### src/rtl/register_file.sv
// register_file: 8 x WIDTH general-purpose register file for the CPU datapath.
// Two combinational read ports, one clocked general write port, and a
// dedicated stack-pointer port aliased onto register SP_INDEX. Every register
// is also exported as a flat output for display/monitor logic.
//
// Write handshake: a write is a single-cycle request qualified by its enable
// (we or wesp) sampled at the rising edge of clk; there is no back-pressure,
// so every enabled write is accepted at that edge. Data and address are
// ignored while the enable is low.
module register_file #(
    parameter int                WIDTH    = 32,
    parameter int                SP_INDEX = 4,
    parameter logic [WIDTH-1:0]  SP_RESET = '0
) (
    input  logic             clk,
    input  logic             n_rst,
    input  logic [2:0]       ra1,
    input  logic [2:0]       ra2,
    input  logic [2:0]       wa,
    output logic [WIDTH-1:0] rd1,
    output logic [WIDTH-1:0] rd2,
    input  logic [WIDTH-1:0] wd,
    input  logic             we,
    output logic [WIDTH-1:0] rdsp,
    input  logic [WIDTH-1:0] wdsp,
    input  logic             wesp,
    output logic [WIDTH-1:0] r0,
    output logic [WIDTH-1:0] r1,
    output logic [WIDTH-1:0] r2,
    output logic [WIDTH-1:0] r3,
    output logic [WIDTH-1:0] r4,
    output logic [WIDTH-1:0] r5,
    output logic [WIDTH-1:0] r6,
    output logic [WIDTH-1:0] r7
);

    localparam logic [2:0] SP_ADDR = SP_INDEX[2:0];

    logic [WIDTH-1:0] regs [8];

    // Storage update: reset dominates; the SP port is applied after the
    // general port so that it wins when both target SP_ADDR.
    always_ff @(posedge clk) begin
        if (n_rst) begin
            for (int i = 0; i < 8; i++) begin
                regs[i] <= (i == SP_INDEX) ? SP_RESET : '0;
            end
        end else begin
            if (we) begin
                regs[wa] <= wd;
            end
            if (wesp) begin
                regs[SP_ADDR] <= wdsp;
            end
        end
    end

    // Read ports: no write-through bypass, so a same-cycle read of the
    // address being written returns the stored (old) value.
    always_comb begin
        rd1  = regs[ra1];
        rd2  = regs[ra2];
        rdsp = regs[SP_ADDR];
    end

    // Flat debug view of the whole file.
    always_comb begin
        r0 = regs[0];
        r1 = regs[1];
        r2 = regs[2];
        r3 = regs[3];
        r4 = regs[4];
        r5 = regs[5];
        r6 = regs[6];
        r7 = regs[7];
    end

endmodule

### config.mk
export PLATFORM = sky130hd
export DESIGN_NAME = register_file
export DESIGN_NICKNAME = d
export VERILOG_FILES = /design/src/rtl/register_file.sv
export SDC_FILE = /design/constraint.sdc
export NUM_CORES = 1
export LEC_CHECK = 0
export CAP_MARGIN = 20
export CORE_UTILIZATION = 30
export DETAILED_ROUTE_END_ITERATION = 8
export HOLD_SLACK_MARGIN = 0.05
export SETUP_SLACK_MARGIN = 0.02
export SYNTH_ARGS = -nofsm -noshare
export SYNTH_HDL_FRONTEND = slang
export SYNTH_SLANG_ARGS = --single-unit
export TNS_END_PERCENT = 50
### constraint.sdc
create_clock -name clk -period 6.4 [get_ports clk]
set_input_delay 1.92 -clock clk [delete_from_list [all_inputs] [get_ports clk]]
set_output_delay 1.92 -clock clk [all_outputs]
set_load 0.01 [all_outputs]
# Yosys cells after proc, flatten, opt, wreduce, memory -nomap -nowiden

Memories as Yosys holds them, arrays and structs flattened.
Cells that the tools add are included.
W data, S select, Z words.

Equal/unequal tests: 1
Multiplexer cells: 12
Bitwise operators: 4
Reductions and logical operators: 1

Operators by type and width:

| kind                 | count |
|---|---|
| $mux W32             | 2 |
| $reduce_or A32 Y1    | 1 |
| $mux W1              | 9 |
| $eq A3 B3 Y1 const B | 1 |
| $mux W3              | 1 |
| $and A1 B1 Y1        | 2 |
| $not A1 Y1           | 1 |
| $or A1 B1 Y1         | 1 |

Bits in registers: 0
Bits in writable memories: 256
Input bits: 77
Output and inout bits: 352
Logic and storage cells: 19
Memories: 1

Memories:

| name | words | width | rd ports | clocked after Yosys merged registers in | write ports | RTL line | RTL |
|---|---|---|---|---|---|---|---|
| regs | 8     | 32    | 10       | 0                                       | 8           | 39       | `logic [WIDTH-1:0] regs [8];` |

# Depth between registers and ports, before layout

Word-level depth: 8
Gate-level depth with buffers: 5
Depth with buffers taken out: 2

# Worst setup path after synthesis

OpenSTA, ideal clock, no wires.

Path kind: input port to flip-flop
From: in wa[1]
To: mem regs[4][0] (enable)
Library setup time: 466 ps
Arrival time: 4919 ps
Required time: 5934 ps
Slack: 1015 ps
Stages: 4
Path buffers: 2
Cell sequence: or3_1 clkbuf_1 clkbuf_1 o21ai_0

RTL lines:

| what               | RTL line | RTL |
|---|---|---|
| start: declaration | 19       | `input logic [2:0] wa,` |
| end: declaration   | 39       |  |

# Final worst setup path

From: in ra2[0]
To: out rd2[21]

Cells in the longest elaborated chain, start to end: 1

Ends and longest elaborated chain:

| what               | RTL line | RTL |
|---|---|---|
| start: declaration | 18       | `input logic [2:0] ra2,` |
| $mem_v2 Z8 W32     | -        |  |
| end: declaration   | 21       | `output logic [WIDTH-1:0] rd2,` |

Every way passes these cells.

==> key figures <==
Placement
  • GP Congestion: 0.7995
  • DP Wirelength: 30820 um
  • Port Buffers: 428

Clock network
  • H-tree depth: 1
  • Post-CTS resize count: 0
  • Post-CTS setup buffer count: 0
  • Root Driver: clkbuf_16
  • Hold_buf cts: 0
  • Reg clk slew, reported paths: 0.06 ns
  • CTS Buf Count: 29
  • CTS tree: done
  • CTS max path bufs: 3
  • Clock sinks: 256

Logic synthesis
  • Sequential area share after synthesis: 0.5453
  • Area share of the largest cell type after synthesis: 0.5453
  • Mapped Nets: 992
  • Fraction of registers with async set/reset: 0
  • Main synth FF type: edfxtp_1
  • Syn Area/Cell: 15.41 um^2
  • Synth warn: 0
  • Most frequent cell after synthesis: edfxtp_1
  • Cell taking the most area after synthesis: edfxtp_1
  • Synth unique cells: 22
  • Yosys reg bits: 256
  • Top cells by count, synth: 256 x edfxtp_1, 224 x nor3_1, 80 x mux4_1
  • Syn Std Cell Area: 0.01410 mm^2
  • Mapped Cells: 915
  • Post-synth EDFFs: 256
  • Largest cells by area after synthesis: edfxtp_1 55%, mux4_1 15%, nor3_1 8.0%

Global routing
  • Largest net degree at the start of global routing: 129
  • First-pass GRT wire length: 70780 um
  • Antenna violations before repair: 1
  • Vias in the first global route: 10.45k
  • Total congestion overflow: 0
  • Gr usage total: 0.1999

Timing
  • Final Hold Viols: 0
  • RSZ-0062 raised after global routing: no
  • Worst-Margin Slew: 1.052 ns
  • Max-slew violation count: 0
  • Fin crit period: 5.803 ns
  • Relative max-transition margin: 0.2987
  • Max Fclk: 172.3 MHz
  • Final setup TNS: 0 ns
  • Final period util: 0.9067
  • Final setup vio count: 0

Detailed routing
  • DRT Pass-1 Iters: 4
  • ANT nets after route: 0
  • Vias: 10.28k
  • Residual DRC count: 0
  • Detailed Route Iter0 Violations: 708
  • Routed wire length: 49070 um
  • Routed vias/inst: 5.429
  • Routed wire length per instance: 25.91 um

Pwr
  • Pwr Total: 0.004623 W
  • Pwr Density: 235.1 mW/mm^2
  • Leak: 6.714 nW
  • VDD IR-drop max: 0.1681 mV

Cells and area
  • Footprint of the multi-input gates: 0.005544 mm^2
  • Max reg flops: 256
  • Register with the most flip-flops: regs
  • Synth-to-Final Area Change: 39.50%
  • Fillers: 4263
  • Share of layout cells above drive strength 1: 0.1546
  • Nets: 1342
  • Storage cell area: 0.007687 mm^2
  • Largest registers: regs x256
  • Antenna diodes: 0

Run status
  • Status: finished clean

Critical path
  • Worst EP arrival: 3.88 ns
  • Slowest cell on the critical path: mux4_1
  • Worst Path Max Fanout: 64
  • Crit start category: input pin
  • Top Family by Delay on Critical Path: buffers and inverters
  • CP required: 4.48 ns
  • WS Path Type: input pin to primary output
  • Crit path cell chain: buf_4 -> buf_12 -> mux4_1 -> mux2_2 -> clkdlybuf4s50_1
  • CP Buf/Inv Count: 3
  • CP Capture Type: primary output
  • CP peak stage delay: 0.61 ns

Floorplan
  • Ports: 429
  • CORE AREA: 0.04646 mm^2
  • Die area: 0.04786 mm^2
  • Die Ht: 218.8 um
  • Starting density of the core: 0.3034
  • Die width: 218.8 um
  • Row count: 79

Hold path
  • Class of the worst hold path: input pin to flip-flop

Flow run
  • Maxcap violations: 0
[per-stage QoR]
step           instance area (um^2)  setup slack [ns]  cells  utilization  hold slack (ns)
2_1_floorplan                 14100             1.015    915            -            2.145
3_3_place_gp                  18740            0.6048   1839       0.4033            2.600
3_5_place_dp                  18740            0.5953   1839       0.4033            2.600
4_1_cts                       19630            0.5867   1892       0.4224            2.014
5_1_grt                       19670            0.5284   1894       0.4233            2.032
6_report                      19670            0.5970   1894       0.4233            2.040
[logic make-up after synthesis]
kind of cell,Yosys count,share of synthesized area
flip-flops,256,0.5453
AO/OA/AOI/OAI,40,0.02396
multiplexers,192,0.2774
AND/OR/NAND/NOR,233,0.08343
buffers and inverters,194,0.06985
[placed cells by master (no fill, tap or decap)]
master           Yosys  final
clkinv_1             0      3
clkdlybuf4s50_1      0    422
o21ai_4              0      1
inv_1               64     64
buf_12               0     10
buf_4               32     15
nand2b_2             0      1
or2_2                1      1
mux2_4               2      2
buf_2               25      2
mux4_1              80     80
nor2_1               1      1
edfxtp_1           256    256
o32ai_1             32     32
mux4_2              48     48
o21bai_4             0      7
nand3b_1             1      1
nand2b_4             0      2
clkinv_4             0      4
clkbuf_16            0     29
mux2_2              62     62
or3_2                0      1
bufinv_16            0      1
or3b_4               0      1
inv_6                0      1
nor3_1             224    224
clkinvlp_4           0      3
nand2_4              0      1
clkbuf_1            47      5
clkinv_2             0      7
[cell type report]
cell class,instances,share of cell area
inverters,64,0.01222
well taps,607,0.03862
clock buffers,34,0.03786
multi-input cells,465,0.2819
clock inverters,19,0.007253
flip-flops and latches,256,0.3909
repair buffers,449,0.2312
[metal layers]
layer | up-vias | share of wire | GRT usage
li1 | 4420 | - | -
met2 | 437 | 0.49 | 0.3318
met1 | 5368 | 0.43 | 0.2706
met3 | 56 | 0.066 | 0.03590
met5 | - | 0.00033 | 0
met4 | 2 | 0.018 | 0.04792
[worst min-delay path, cell delays in order]
cell and delay, ns:
clkdlybuf4s50_1 0.39, inv_1 0.05, o32ai_1 0.05
[path summary, 6_finish.rpt]
check | to | cells past startpoint | from | slack [ns]
max | rd2[21] | 5 | ra2[0] | 0.60
min | regs[4][10] | 3 | wdsp[10] | 2.04
[power breakdown]
group	switching, W	leakage, nW	internal, W
registers	0.000107	2.49	0.00196
clock network	0.000680	0.431	0.000876
logic	0.000439	3.79	0.000555
total	0.00123	6.71	0.00340
Note: power is estimated with default switching activity, not from simulation.
